File: config.mk
export PLATFORM = sky130hd
export DESIGN_NAME = dmem_arbiter
export DESIGN_NICKNAME = d
export VERILOG_FILES = /design/src/rtl/dmem_arb_pkg.sv /design/src/rtl/dmem_arb_starve_ctr.sv /design/src/rtl/dmem_arbiter.sv
export SDC_FILE = /design/constraint.sdc
export NUM_CORES = 1
export LEC_CHECK = 0
export BUFFER_PORTS_ARGS = -buffer_cell sky130_fd_sc_hd__buf_4
export CAP_MARGIN = 20
export CORE_AREA = 2 2 115 117
export DETAILED_ROUTE_END_ITERATION = 6
export DIE_AREA = 0 0 117 119
export PLACE_DENSITY = 0.7
export SYNTH_ARGS = -nofsm -noshare
export SYNTH_HDL_FRONTEND = slang
export SYNTH_HIERARCHICAL = 1
export SYNTH_SLANG_ARGS = --single-unit
File: constraint.sdc
create_clock -name clk -period 2.2 [get_ports clk]
set_input_delay 0.33 -clock clk [delete_from_list [all_inputs] [get_ports clk]]
set_output_delay 0.33 -clock clk [all_outputs]
set_load 0.01 [all_outputs]
File: src/rtl/dmem_arb_pkg.sv
// Shared types and constants for the data-memory arbiter.
package dmem_arb_pkg;

  localparam int WAIT_CNT_W = 4;

  // Who owns the read data coming back from memory on the next cycle.
  typedef enum logic [1:0] {
    OWN_NONE = 2'd0,
    OWN_CPU  = 2'd1,
    OWN_DEV  = 2'd2
  } owner_t;

endpackage

File: src/rtl/dmem_arb_starve_ctr.sv
// Counts consecutive conflict losses of the device; at_max forces a device win.
module dmem_arb_starve_ctr
  import dmem_arb_pkg::*;
#(
  parameter int WAIT_MAX = 4
) (
  input  logic clk,
  input  logic reset,
  input  logic conflict,
  input  logic dev_win,
  output logic at_max
);

  logic [WAIT_CNT_W-1:0] wait_cnt_reg;

  // Holds whenever there is neither a device grant nor a CPU-won conflict.
  always_ff @(posedge clk or negedge reset) begin
    if (!reset) begin
      wait_cnt_reg <= '0;
    end else if (dev_win) begin
      wait_cnt_reg <= '0;
    end else if (conflict) begin
      wait_cnt_reg <= wait_cnt_reg + 1'b1;
    end
  end

  assign at_max = (wait_cnt_reg == WAIT_CNT_W'(WAIT_MAX));

endmodule

File: src/rtl/dmem_arbiter.sv
// CPU/device arbiter in front of a single-port synchronous data memory.
// Optional grant/conflict statistics counters: define DMEM_ARB_STATS_EN.
module dmem_arbiter
  import dmem_arb_pkg::*;
#(
  parameter int Dbits    = 32,
  parameter int Abits    = 32,
  parameter int WAIT_MAX = 4
) (
  input  logic             clk,
  input  logic             reset,
  input  logic             cpu_req,
  input  logic             cpu_wr,
  input  logic [Abits-1:0] cpu_addr,
  input  logic [Dbits-1:0] cpu_wdata,
  output logic             cpu_stall,
  output logic [Dbits-1:0] cpu_rdata,
  input  logic             dev_req,
  input  logic             dev_wr,
  input  logic [Abits-1:0] dev_addr,
  input  logic [Dbits-1:0] dev_wdata,
  output logic             dev_gnt,
  output logic [Dbits-1:0] dev_rdata,
  output logic             dev_rvalid,
`ifdef DMEM_ARB_STATS_EN
  output logic [31:0]      stat_cpu_grants,
  output logic [31:0]      stat_dev_grants,
  output logic [31:0]      stat_conflicts,
`endif
  output logic             mem_wr,
  output logic [Abits-1:0] mem_addr,
  output logic [Dbits-1:0] mem_wdata,
  input  logic [Dbits-1:0] mem_rdata
);

  logic   conflict;
  logic   at_max;
  logic   cpu_gnt;
  owner_t owner_reg, owner_next;
  logic [Dbits-1:0] cpu_rdata_reg;
  logic [Dbits-1:0] dev_rdata_reg;

  assign conflict = cpu_req & dev_req;

  // Grants are masked while reset is asserted so no command reaches memory.
  assign dev_gnt   = reset & dev_req & (~cpu_req | at_max);
  assign cpu_gnt   = reset & cpu_req & ~dev_gnt;
  assign cpu_stall = cpu_req & ~cpu_gnt;

  dmem_arb_starve_ctr #(
    .WAIT_MAX(WAIT_MAX)
  ) u_starve_ctr (
    .clk     (clk),
    .reset   (reset),
    .conflict(conflict),
    .dev_win (dev_gnt),
    .at_max  (at_max)
  );

  // Idle cycles keep the CPU address/data on the bus.
  assign mem_wr    = (cpu_gnt & cpu_wr) | (dev_gnt & dev_wr);
  assign mem_addr  = dev_gnt ? dev_addr  : cpu_addr;
  assign mem_wdata = dev_gnt ? dev_wdata : cpu_wdata;

  always_comb begin
    owner_next = OWN_NONE;
    if (dev_gnt && !dev_wr) begin
      owner_next = OWN_DEV;
    end else if (cpu_gnt && !cpu_wr) begin
      owner_next = OWN_CPU;
    end
  end

  always_ff @(posedge clk or negedge reset) begin
    if (!reset) begin
      owner_reg     <= OWN_NONE;
      cpu_rdata_reg <= '0;
      dev_rdata_reg <= '0;
    end else begin
      owner_reg <= owner_next;
      if (owner_reg == OWN_CPU) cpu_rdata_reg <= mem_rdata;
      if (owner_reg == OWN_DEV) dev_rdata_reg <= mem_rdata;
    end
  end

  // Read data is forwarded combinationally in the return cycle, then held.
  assign cpu_rdata  = (owner_reg == OWN_CPU) ? mem_rdata : cpu_rdata_reg;
  assign dev_rdata  = (owner_reg == OWN_DEV) ? mem_rdata : dev_rdata_reg;
  assign dev_rvalid = (owner_reg == OWN_DEV);

`ifdef DMEM_ARB_STATS_EN
  logic [2:0] stat_evt;
  assign stat_evt = {conflict & reset, dev_gnt, cpu_gnt};

  for (genvar gi = 0; gi < 3; gi++) begin : g_stat
    logic [31:0] cnt_reg;
    always_ff @(posedge clk or negedge reset) begin
      if (!reset) begin
        cnt_reg <= '0;
      end else if (stat_evt[gi] && (cnt_reg != '1)) begin
        cnt_reg <= cnt_reg + 32'd1;
      end
    end
  end

  assign stat_cpu_grants = g_stat[0].cnt_reg;
  assign stat_dev_grants = g_stat[1].cnt_reg;
  assign stat_conflicts  = g_stat[2].cnt_reg;
`endif

endmodule
After elaboration in Yosys (flattened, before gate mapping)
Cells that the tools add are included.
Widths: inputs -> output; s select.
{ "classes": {"add_sub_neg": 1, "n_eq_ne": 3, "n_mux": 8, "bitwise_logic": 13, "n_reduce_logical": 5} }
{ "op_table": {"columns": ["op", "count"], "rows": [
  ["$mux 32", 4],
  ["$and 1x1->1", 8],
  ["$mux 4", 2],
  ["$add 4x1->4 const B", 1],
  ["$eq 4x3->1 const B", 1],
  ["$not 1->1", 3],
  ["$eq 2x1->1 const B", 1],
  ["$eq 2x2->1 const B", 1],
  ["$logic_and 1x1->1", 2],
  ["$logic_not 1->1", 2],
  ["$mux 2", 1],
  ["$or 1x1->1", 2],
  ["$reduce_bool 2->1", 1],
  ["$mux 1", 1]
]} }
{ "word_totals": {"register_bits": 70, "inputBits": 166, "out_inout_bits": 132, "elab_cells": 34} }

Longest topological paths before layout
Gate-level depths: netlist of run 1.
{ "depth": {"word_depth": 8, "mapped_depth": 8, "depth_no_buf": 7} }

Modules after synthesis
The synthesis of run 1 kept the hierarchy.
{ "by_module_without_submodules": {"columns": ["module", "n_inst", "cells_each", "area_per_inst_um2", "seq_area_each_um2"], "rows": [
  ["dmem_arbiter", 1, 221, 3464.6, 1651.6],
  ["dmem_arb_starve_ctr", 1, 20, 221.5, 100.1]
]} }

Worst setup path after synthesis of run 1
OpenSTA, ideal clock, no wires.
{ "synth_path": {"path_kind": "register -> output", "startpoint": "register u_starve_ctr.wait_cnt_reg[0]", "endpoint": "output port mem_addr[14]", "t_arrival_ns": 1.684, "t_required_ns": 1.870, "setup_slack_ns": 0.186, "stages_incl_launch_ff": 9, "path_buffers": 2, "path_cell_list": "dfrtp_1 > inv_1 > ha_1 > and3b_1 > nand2b_1 > and3_4 > buf_6 > buf_12 > mux2_4"} }
{ "synth_via": {"elab_chain_cells": 4} }
{ "synth_rtl": {"columns": ["item", "line_no", "source"], "rows": [
  ["start: declaration", "dmem_arb_starve_ctr.sv:14", "logic [WAIT_CNT_W-1:0] wait_cnt_reg;"],
  ["start signal: assignment", "dmem_arb_starve_ctr.sv:23", "wait_cnt_reg <= wait_cnt_reg + 1'b1;"],
  ["$eq 4x3->1", "dmem_arb_starve_ctr.sv:27", "assign at_max = (wait_cnt_reg == WAIT_CNT_W'(WAIT_MAX));"],
  ["named net at_max", "dmem_arbiter.sv:37", "logic at_max;"],
  ["$or 1x1->1", "dmem_arbiter.sv:46", "assign dev_gnt = reset & dev_req & (~cpu_req | at_max);"],
  ["$and 1x1->1", "dmem_arbiter.sv:46", null],
  ["$mux 32", "dmem_arbiter.sv:62", "assign mem_addr = dev_gnt ? dev_addr : cpu_addr;"],
  ["end: declaration", "dmem_arbiter.sv:31", "output logic [Abits-1:0] mem_addr,"]
]} }
The timed path passes the listed nets, and every way through them passes these cells.

Worst setup path after layout of run 1
{ "layout_path": {"startpoint": "register u_starve_ctr.wait_cnt_reg[0]", "endpoint": "output port mem_addr[28]"} }
The elaborated chain is that of the path after synthesis.

==> results of run 1 <==
-- kinds of logic (layout without fill, tap and decap cells) --
group | count (synthesis) | in the layout | synth area share (%)
mux | 130 | 130 | 43.86
flops | 70 | 70 | 47.52
simple gates | 17 | 17 | 2.885
buf+inv | 17 | 336 | 4.005
compound gates | 4 | 4 | 0.8144
fa+ha+maj | 2 | 2 | 0.6788
xor+xnor | 1 | 1 | 0.2377
other cells | 0 | 1 | 0
-- synth_stat cells (2+ instances only) --
master    number  area share, %
inv_1          2           0.20
nor2_1         3           0.31
buf_12         4            2.2
nand2b_1       2           0.34
nand3_1        2           0.27
mux2_1         2           0.61
ha_1           2           0.68
buf_2          9            1.2
a21boi_0       2           0.41
dfrtp_1       70             48
nor2b_1        3           0.51
mux2_2        86             26
mux2_4        41             17
-- stage by stage --
stage	hold WS (ns)	setup TNS [ns]
2_1_floorplan	0.03441	0
3_3_place_gp	0.4801	0
3_5_place_dp	0.4861	0
4_1_cts	0.1656	-17.59
5_1_grt	0.1746	-22.82
6_report	0.1726	-17.07
-- power by group through the flow --
stage          clock, mW  combinational [mW]  sequential (mW)
6_report            1.55                2.38             1.78
5_1_grt             1.66                2.52             1.82
4_1_cts             1.59                2.27             1.78
3_5_place_dp           0                2.19             1.81
3_3_place_gp           0                2.15             1.78
2_1_floorplan          0                1.02             1.77
-- layer usage --
layer  track usage [%]  vias to the layer above
met4             7.868                        0
li1                  -                     1493
met2             37.72                      203
met1             18.75                     1590
met3             6.209                       31
met5                 0                        -
-- cell type report --
type	instances	area, um2	share of cell area (%)
clock buffer	10	239.0	3.416
sequential	70	1752	25.04
tap	176	220.2	3.148
inverter	2	7.507	0.1073
timing repair buffer	319	2800	40.03
antenna	1	2.502	0.03577
clock inverter	5	83.83	1.198
multi-input combinational	154	1891	27.03
-- path summary, 6_finish.rpt --
kind                                                end  slack (ns)  cells past startpoint
setup / recovery                           mem_addr[28]       -0.33                      9
hold / removal                             owner_reg[1]        0.17                      2
setup reg to reg           u_starve_ctr/wait_cnt_reg[3]        0.32                     10
hold reg to reg                        dev_rdata_reg[0]        0.50                      1
max in group asynchronous             dev_rdata_reg[31]        1.38                      2
min in group asynchronous             cpu_rdata_reg[15]        0.25                      2
-- worst register-to-register path, stage by stage, from the launching register on --
cell       delay, ns
dfrtp_1         0.38
inv_1           0.06
ha_1            0.13
and3b_1         0.17
nand2b_4        0.12
and3_4          0.23
clkbuf_16       0.16
buf_8           0.11
buf_6           0.11
nor2_1          0.05
mux2_4          0.26
-- timing repair --
action                                  in CTS  in global routing
endpoints found under the setup margin      64                 65
setup buffers                                0                  5
gates cloned                                 0                  7
pin swaps                                    0                  1
gates resized for setup                     50                 42
==> summary.txt, run 1 <==
Status
  • Failing checks: negative setup slack
  • Status: complete, but fails checks

Floorplanning
  • Die H: 119 um
  • Num rows: 42
  • Starting density of the core: 28.63%
  • Die area: 13,920 um2
  • Core area: 12,870 um2
  • I/O Pins: 298
  • Die Wd: 117 um

STA
  • Final hold viol count: 0
  • Relative slew slack: 40.81%
  • Clk_skew: 0.005327 ns
  • Endpoints failing setup: 65
  • RSZ-0062 raised after global routing: yes
  • Period utilisation layout: 115.0%
  • Max Fclk: 395.3 MHz
  • Final Max Tran Viols: 0
  • Minimum clock period: 2.529 ns
  • Slew @ Worst Pin: 0.8879 ns
  • Fin worst setup slack: -0.3294 ns

Synth
  • Syn Inst Count: 241
  • Total nets after synthesis: 409
  • Synth cell types: 26
  • Number of enable flip-flop cells after synthesis: 0
  • Sequential-to-total area share from yosys stat: 47.52%
  • Main synth FF type: dfrtp_1
  • Syn. warnings: 6
  • Seq cells post-synth: 70
  • Mean Syn Cell Area: 15.29 um2
  • Fraction of registers with async set or reset after synthesis: 100.0%
  • Mapped Area: 3686 um2

Setup path
  • Critical Path RT: 1.87 ns
  • CP Capture Type: output port
  • CP top delay family: buffers and inverters
  • CP arrival: 2.20 ns
  • WS Path Type: register to output port
  • CP cell instances: inv_1 -> ha_1 -> and3b_1 -> nand2b_4 -> and3_4 -> buf_12 -> clkbuf_16 -> mux2_4 -> buf_6
  • CP bufs+invs: 4
  • Critical path origin: u_starve_ctr/wait_cnt_reg[0]
  • Reg2Reg Launch Point: u_starve_ctr/wait_cnt_reg[0]
  • Setup crit start kind: register
  • Slowest CP cell: dfrtp_1
  • Critical Path Max Stage Delay: 0.38 ns
  • Critical path peak fanout: 8

Min path
  • Worst Hold Class: input pin to register
  • Hold Path Origin: dev_wr

Placement
  • Port Buffer Count: 297
  • Placed Area: 6118 um2
  • Setup WS pre-CTS: 0.03550 ns
  • DP Cell Count: 709
  • GPL Wtd Cong: 0.8389
  • DP HPWL: 11,380 um

Clocking
  • Worst skew pair latency: 0.33 ns
  • Root Buffer: clkbuf_16
  • CTS tree: yes
  • Num CTS Buffers: 9
  • Sink Count: 70
  • Clock transition at path regs: 0.06 ns
  • H-tree levels: 3
  • CTS Hold Bufs: 0
  • Longest Clk Path Bufs: 2

Drt
  • Met1 WL: 4797 um
  • Remaining routing DRC violations: 0
  • ANT nets after route: 0
  • Vias/cell: 4.501
  • WL per Instance: 20.45 um
  • Post-Route WL: 15,070 um
  • DR pass1 iterations: 4
  • Vias: 3,317
  • Top Metal Used: met4
  • Wire length on met3: 1478 um
  • Met2 wire len: 8258 um
  • DRT iter0 DRCs: 99

Pwr
  • PwrDens: 814.9 nW/um2
  • P_int: 4.096 mW
  • Peak supply drop: 0.0004279 V
  • Sw Pwr: 1.605 mW
  • Pleak: 3.460 nW
  • Net Sw Frac: 28.15%
  • Register share of total power: 31.2%
  • Combinational power share: 41.7%
  • Power share of the clock group: 27.1%
  • Power Total: 5.700 mW

Cells and area
  • Net count, final: 724
  • Layout cells sized above 1: 83.21%
  • Post-layout instance area: 6995 um2
  • Final core utilization: 54.33%
  • Most common cell after layout, fill and taps aside: buf_4
  • Layout overhead on the synthesized area: 89.78%
  • Fillers: 1,083
  • Most frequent cells in the layout: 242 x buf_4, 70 x dfrtp_1, 66 x buf_6
  • Non-filler cells, final: 737

Global routing
  • GR Util All Layers: 19.63%
  • First-pass GRT wire length: 19,920 um
  • Initial antenna violation count: 1
  • Pin count of the biggest net entering global routing: 72
  • Number of global-route vias before repair: 3,608
  • Overflow after GRT: 0

Flow run
  • # Max-Cap Violations: 0
Note: power is estimated with default switching activity, not from simulation.
==> run 2: changes to the inputs <==
CELL_PAD_IN_SITES_DETAIL_PLACEMENT = 2   (was not set)
CELL_PAD_IN_SITES_GLOBAL_PLACEMENT = 2   (was not set)
CORE_AREA = 2 2 130 132   (was 2 2 115 117)
DIE_AREA = 0 0 132 134   (was 0 0 117 119)
PLACE_DENSITY = 0.88   (was 0.7)
==> run 2 against run 1 <==
Net effect:
- register-to-register slack about the same
- clock skew decreased by 0.0018 ns
- non-clock buffer count decreased by 1
- sequential cell count unchanged
- cell area decreased by 2.0%
- clock power decreased by 4%
- die area increased by 27%
- first-iteration DRC count decreased by 17%
- routed wire length increased by 9.1%
- total power decreased by 0.39%
- the run still ends with negative setup slack left
==> summary.txt, run 2 (same netlist as run 1, synthesis figures left out) <==
Status
  • Status: complete, but fails checks
  • Failing checks: negative setup slack

Cells and area
  • Seq. cell area: 1752 um2 (unchanged)
  • Post-layout instance area: 6855 um2 (-2.0%)
  • Non-filler cells, final: 780 (+5.8%)
  • Net count, final: 723 (-0.14%)
  • Area of the multi-input gates: 1831 um2 (-3.2%)
  • Ant. Diodes: 0 (-1)
  • Fillers: 1,688 (+56%)
  • Most common cell after layout, fill and taps aside: buf_4
  • Layout overhead on the synthesized area: 85.98%
  • Layout cells sized above 1: 83.21% (unchanged)
  • Most frequent cells in the layout: 269 x buf_4, 79 x mux2_2, 70 x dfrtp_1

Global routing
  • Initial antenna violation count: 0 (-1)
  • Overflow after GRT: 0 (unchanged)
  • Pin count of the biggest net entering global routing: 71 (-1.4%)
  • First-pass GRT wire length: 23,830 um (+20%)
  • GR Util All Layers: 17.80% (-1.8 points)
  • Number of global-route vias before repair: 3,819 (+5.8%)

Clocking
  • Clock transition at path regs: 0.06 ns (about the same)
  • H-tree levels: 3 (unchanged)
  • Worst skew pair latency: 0.33 ns (about the same)
  • Num CTS Buffers: 9 (unchanged)
  • Root Buffer: clkbuf_16
  • Sink Count: 70 (unchanged)
  • CTS tree: yes
  • CTS Hold Bufs: 0 (unchanged)
  • Longest Clk Path Bufs: 2 (unchanged)

Setup path
  • CP cell instances: inv_1 -> ha_1 -> and3b_1 -> nand2b_4 -> and3_4 -> buf_12 -> clkbuf_16 -> mux2_4 -> buf_6
  • CP Capture Type: output port
  • Critical path origin: u_starve_ctr/wait_cnt_reg[0]
  • CP top delay family: buffers and inverters
  • CP bufs+invs: 4 (unchanged)
  • Critical path peak fanout: 7 (-1)
  • CP arrival: 2.20 ns (about the same)
  • FF-to-FF path depth: 9 (-1)
  • Setup crit start kind: register
  • Reg2Reg Launch Point: u_starve_ctr/wait_cnt_reg[0]
  • WS Path Type: register to output port
  • Slowest CP cell: dfrtp_1
  • Critical Path RT: 1.87 ns (about the same)
  • Critical Path Max Stage Delay: 0.39 ns (about the same)
  • Worst path depth: 9 (unchanged)

Placement
  • DP Cell Count: 752 (+6.1%)
  • DP HPWL: 12,510 um (+9.9%)
  • Placed Area: 6178 um2 (+0.98%)
  • Port Buffer Count: 297 (unchanged)
  • GPL Wtd Cong: 0.7243 (-14%)

STA
  • Minimum clock period: 2.533 ns (+0.003090 ns)
  • Fin worst setup slack: -0.3325 ns (-0.003090 ns)
  • Slew @ Worst Pin: 0.9207 ns (+0.03286 ns)
  • Max Fclk: 394.9 MHz (-0.12%)
  • Clk_skew: 0.003522 ns (-0.001805 ns)
  • Period utilisation layout: 115.1% (+0.14 points)
  • Final Max Tran Viols: 0 (unchanged)
  • Final hold viol count: 0 (unchanged)
  • Relative slew slack: 38.62% (-2.2 points)
  • Endpoints failing setup: 64 (-1.5%)
  • RSZ-0062 raised after global routing: yes

Drt
  • Vias/cell: 4.205 (-6.6%)
  • WL per Instance: 21.07 um (+3.0%)
  • Met1 WL: 6164 um (+28%)
  • DRT iter0 DRCs: 82 (-17%)
  • Vias: 3,280 (-1.1%)
  • Met2 wire len: 9227 um (+12%)
  • Top Metal Used: met4
  • Post-Route WL: 16,440 um (+9.1%)
  • ANT nets after route: 0 (unchanged)
  • DR pass1 iterations: 5 (+1)
  • Wire length on met3: 743 um (-50%)
  • Remaining routing DRC violations: 0 (unchanged)

Flow run
  • # Max-Cap Violations: 0 (unchanged)

Floorplanning
  • Num rows: 47 (+12%)
  • Starting density of the core: 22.63% (-6.0 points)
  • Die area: 17,690 um2 (+27%)
  • Die Wd: 132 um (+13%)
  • Core area: 16,290 um2 (+27%)
  • Die H: 134 um (+13%)
  • I/O Pins: 298 (unchanged)

Min path
  • Hold path depth: 2 (unchanged)
  • Hold Path Origin: dev_wr
  • Worst Hold Class: input pin to register

Pwr
  • Pleak: 3.370 nW (-2.6%)
  • Peak supply drop: 0.0003959 V (-7.5%)
  • PwrDens: 828.3 nW/um2 (+1.6%)
run 2: cell types whose count changed in the layout (fill, tap and decap cells not counted), moves of 16 or more:
cell	before	now
mux2_2	63	79
buf_4	242	269
mux2_4	64	48
buf_6	66	40
run 2: cell type report:
cell class / instances / area share [%]
Clock buffer: 11 / 3.687
Inverter: 2 / 0.1095
Sequential cell: 70 / 25.55
Timing Repair Buffer: 318 / 39.09
Multi-Input combinational cell: 154 / 26.70
Clock inverter: 5 / 0.8396
Tap cell: 220 / 4.015
run 2: what timing repair did:
item	in CTS	in global routing
gates cloned	2	3
buffers inserted	5	3
gates resized for setup	36	15
setup endpoints to repair	64	65
pin swaps	1	0
run 2: path summary, 6_finish.rpt:
path / endpoint / slack (ns)
setup reg to reg: u_starve_ctr/wait_cnt_reg[3] / 0.31
hold reg to reg: cpu_rdata_reg[6] / 0.49
max in group asynchronous: cpu_rdata_reg[19] / 1.32
hold / removal: owner_reg[1] / 0.16
setup / recovery: mem_addr[20] / -0.33
min in group asynchronous: owner_reg[0] / 0.28
run 2: through the flow:
step	utilization, %	setup WS (ns)	TNS [ns]	power, mW	hold WS [ns]
2_1_floorplan	-	0.1856	0	2.791	0.03441
3_3_place_gp	37.93	0.09898	0	3.920	0.4788
3_5_place_dp	37.93	0.02952	0	4.060	0.4864
4_1_cts	41.31	-0.3401	-19.32	5.706	0.1408
5_1_grt	42.08	-0.4012	-23.30	5.990	0.1529
6_report	42.08	-0.3325	-18.70	5.678	0.1562
run 2: worst register-to-register path: stages, from the launching register on:
cell and delay [ns]:
dfrtp_1 0.39, inv_1 0.08, ha_1 0.13, and3b_1 0.17
nand2b_4 0.13, and3_4 0.22, buf_6 0.17, buf_4 0.16
nor2_1 0.05, mux2_4 0.26
run 2: power by group:
group,switching [mW],internal [mW],leakage [nW],total [mW]
logic,1.01,1.38,2.38,2.39
clock network,0.556,0.939,0.155,1.49
registers,0.119,1.67,0.834,1.79
total,1.68,3.99,3.37,5.68
run 2: per-layer routing:
layer | GRT usage, % | up-vias
met2 | 33.85 | 126
met3 | 4.233 | 20
li1 | - | 1492
met4 | 5.676 | 0
met1 | 19.41 | 1642
met5 | 0 | -
==> run 3: changes to the inputs <==
ABC_AREA = 1   (was not set)
CORE_AREA = 2 2 144 146   (was 2 2 130 132)
DIE_AREA = 0 0 146 148   (was 0 0 132 134)
PLACE_DENSITY = 0.86   (was 0.88)
==> run 3 against run 2 <==
Net effect:
- the run still ends with negative setup slack left
- setup slack better by 0.21 ns
- core utilization is 5.1 points lower
- die area is 22% higher
- global-route usage is 0.42 points lower
- clock skew is 0.0025 ns higher
- hold slack better by 0.00088 ns
- cell count is 39% higher
- fmax is 9.2% higher
- largest power group unchanged
- clock-buffer cell count is 1 lower
- synthesized cell count is 110% higher
==> summary.txt, run 3 <==
Drt
  • Remaining routing DRC violations: 0 (unchanged)
  • Post-Route WL: 20,300 um (+23%)
  • Vias: 4,618 (+41%)
  • ANT nets after route: 0 (unchanged)
  • DR pass1 iterations: 5 (unchanged)
  • WL per Instance: 18.69 um (-11%)
  • Vias/cell: 4.252 (+1.1%)
  • DRT iter0 DRCs: 134 (+63%)

Floorplanning
  • Starting density of the core: 17.74% (-4.9 points)
  • Num rows: 52 (+11%)
  • I/O Pins: 298 (unchanged)
  • Die H: 148 um (+10%)
  • Core area: 20,040 um2 (+23%)
  • Die Wd: 146 um (+11%)
  • Die area: 21,610 um2 (+22%)

Clocking
  • Longest Clk Path Bufs: 2 (unchanged)
  • Num CTS Buffers: 9 (unchanged)
  • CTS Hold Bufs: 0 (unchanged)
  • Worst skew pair latency: 0.33 ns (about the same)
  • Clock transition at path regs: 0.06 ns (about the same)
  • Root Buffer: clkbuf_16
  • H-tree levels: 3 (unchanged)
  • Sink Count: 70 (unchanged)
  • CTS tree: yes

Pwr
  • Net Sw Frac: 32.11% (+2.5 points)
  • Power share of the clock group: 30.3% (+4.0 points)
  • Peak supply drop: 0.0003166 V (-20%)
  • PwrDens: 766.6 nW/um2 (-7.4%)
  • Pleak: 4.199 nW (+25%)
  • Sw Pwr: 1.824 mW (+8.4%)
  • P_int: 3.858 mW (-3.4%)
  • Combinational power share: 39.3% (-2.8 points)
  • Register share of total power: 30.4% (-1.2 points)

STA
  • Period utilisation layout: 105.4% (-9.7 points)
  • Final Max Tran Viols: 0 (unchanged)
  • RSZ-0062 raised after global routing: yes
  • Slew @ Worst Pin: 0.9191 ns (-0.001627 ns)
  • Final hold viol count: 0 (unchanged)
  • Final TNS setup: -4.522 ns (+14.18 ns)
  • Max Fclk: 431.2 MHz (+9.2%)
  • Minimum clock period: 2.319 ns (-0.2133 ns)
  • Clk_skew: 0.006034 ns (+0.002512 ns)
  • Fin worst setup slack: -0.1192 ns (+0.2133 ns)
  • Endpoints failing setup: 66 (+3.1%)
  • Relative slew slack: 38.73% (+0.11 points)

Synth
  • Number of enable flip-flop cells after synthesis: 0 (unchanged)
  • Top cells by count, synth: 271 x nand2_1, 70 x dfrtp_1, 64 x o21ai_0, 45 x inv_1, 11 x buf_2
  • Count leader, synth: nand2_1
  • Main synth FF type: dfrtp_1
  • Post-synth top area share: 49.26% (+1.7 points)
  • Synth area leader: dfrtp_1
  • Total nets after synthesis: 666 (+63%)
  • Top cells by area, synth: dfrtp_1 49%, nand2_1 29%, o21ai_0 9.0%, inv_1 4.8%, buf_6 1.9%
  • Syn Inst Count: 498 (+110%)
  • Fraction of registers with async set or reset after synthesis: 100.0% (unchanged)
  • Synth cell types: 17 (-35%)
  • Mapped Area: 3556 um2 (-3.5%)
  • Syn. warnings: 6 (unchanged)
  • Mean Syn Cell Area: 7.140 um2 (-53%)
  • Sequential-to-total area share from yosys stat: 49.26% (+1.7 points)
  • Seq cells post-synth: 70 (unchanged)

Global routing
  • Number of global-route vias before repair: 5,241 (+37%)
  • Initial antenna violation count: 1 (+1)
  • GR Util All Layers: 17.38% (-0.42 points)
  • Pin count of the biggest net entering global routing: 71 (unchanged)
  • Overflow after GRT: 0 (unchanged)
  • First-pass GRT wire length: 29,080 um (+22%)

Setup path
  • Setup crit start kind: register
  • Critical path peak fanout: 8 (+1)
  • Reg2Reg Launch Point: u_starve_ctr/wait_cnt_reg[0]
  • FF-to-FF path depth: 14 (+5)
  • R2R setup slack: 0.32 ns (about the same)
  • CP arrival: 1.99 ns (-0.21 ns)
  • CP Capture Type: output port
  • Crit Reg-Reg Endpoint: u_starve_ctr/wait_cnt_reg[3]
  • Critical Path RT: 1.87 ns (about the same)
  • WS Path Type: register to output port

Placement
  • Port Buffer Count: 297 (unchanged)
  • DP HPWL: 13,900 um (+11%)
  • GPL Wtd Cong: 0.7763 (+7.2%)
  • DP Cell Count: 1,049 (+39%)

Min path
  • Worst Hold Class: input pin to register
  • Hold endpoint: owner_reg[0]
  • Hold path depth: 2 (unchanged)
  • Hold Path Origin: cpu_wr

Status
  • Failing checks: negative setup slack
  • Status: complete, but fails checks

Cells and area
  • Most frequent cells in the layout: 263 x buf_4, 178 x nand2_1, 70 x dfrtp_1
  • Layout overhead on the synthesized area: 108.4%
  • Net count, final: 978 (+35%)
  • Fillers: 2,293 (+36%)
  • Non-filler cells, final: 1,086 (+39%)
  • Most common cell after layout, fill and taps aside: buf_4
  • Layout cells sized above 1: 54.97% (-28 points)

Flow run
  • # Max-Cap Violations: 0 (unchanged)
==> run 3: repair_timing <==
action | CTS | global route
buffers inserted | 8 | 3
pin swaps | 4 | 36
endpoints found under the setup margin | 84 | 74
cloned | 6 | 3
gates resized for setup | 50 | 148
==> run 3: per-layer routing <==
layer | GRT usage, % | part of all wire [%] | vias to the layer above
li1 | - | - | 2138
met1 | 17.95 | 35 | 2243
met5 | 0 | 0 | -
met2 | 33.77 | 56 | 205
met3 | 5.185 | 6.3 | 32
met4 | 5.049 | 2.1 | 0
==> run 3: critical path, cell delays in order (launching register included) <==
cell       delay (ns)
dfrtp_1          0.40
inv_2            0.09
ha_4             0.12
nand2_2          0.06
nor2_2           0.10
inv_1            0.05
nand2_2          0.09
nand2_4          0.09
buf_12           0.16
clkinv_16        0.07
clkbuf_16        0.18
nand2_4          0.06
nand2_2          0.07
buf_6            0.10
==> run 3: power groups by stage <==
| stage | registers (mW) | clock network (mW) | logic [mW] |
|---|---|---|---|
| 2_1_floorplan | 1.70 | 0 | 0.769 |
| 3_3_place_gp | 1.72 | 0 | 1.81 |
| 3_5_place_dp | 1.75 | 0 | 1.87 |
| 4_1_cts | 1.72 | 1.78 | 2.05 |
| 5_1_grt | 1.76 | 1.84 | 2.42 |
| 6_report | 1.73 | 1.72 | 2.24 |
==> run 3: stage by stage <==
| stage | power (mW) | cell area, um2 | hold WS (ns) | setup slack (ns) | utilization (%) |
|---|---|---|---|---|---|
| floorplan | 2.472 | 3556 | 0.03441 | 0.4791 | - |
| global placement | 3.525 | 6111 | 0.4808 | 0.1489 | 30.49 |
| detailed placement | 3.617 | 6111 | 0.4899 | 0.09995 | 30.49 |
| CTS | 5.553 | 6839 | 0.1381 | -0.06769 | 34.13 |
| global route | 6.022 | 7410 | 0.1592 | -0.2286 | 36.98 |
| finish | 5.682 | 7412 | 0.1571 | -0.1192 | 36.99 |
==> run 3: worst max path at each step <==
stage,from,end,slack [ns],cells past startpoint
final,u_starve_ctr/wait_cnt_reg[0],mem_addr[25],-0.12,13
after floorplan,u_starve_ctr/wait_cnt_reg[0],cpu_stall,0.48,9
after CTS,u_starve_ctr/wait_cnt_reg[0],mem_addr[21],-0.07,13
after global placement,u_starve_ctr/wait_cnt_reg[0],mem_wdata[17],0.15,12
after detailed placement,u_starve_ctr/wait_cnt_reg[0],mem_addr[3],0.1,12
after global routing,u_starve_ctr/wait_cnt_reg[0],mem_addr[25],-0.23,13
==> run 3: logic make-up (layout without fill, tap and decap cells) <==
logic type,after synthesis,after routing,synth area share (%)
buf+inv,74,391,9.887
fa+ha+maj,2,2,0.7036
flops,70,70,49.26
simple gates,284,284,30.51
compound gates,68,68,9.641
other cells,0,1,0
==> run 3: layout make-up <==
type / instances / area (um2) / share of cell area (%)
timing repair buffer: 327 / 2892 / 39.01
antenna: 1 / 2.502 / 0.03376
sequential: 70 / 1752 / 23.63
clock inverter: 6 / 116.4 / 1.570
clock buffer: 10 / 239.0 / 3.224
timing repair inverter: 1 / 11.26 / 0.1519
multi-input combinational: 354 / 1859 / 25.08
tap: 270 / 337.8 / 4.558
inverter: 47 / 202.7 / 2.735
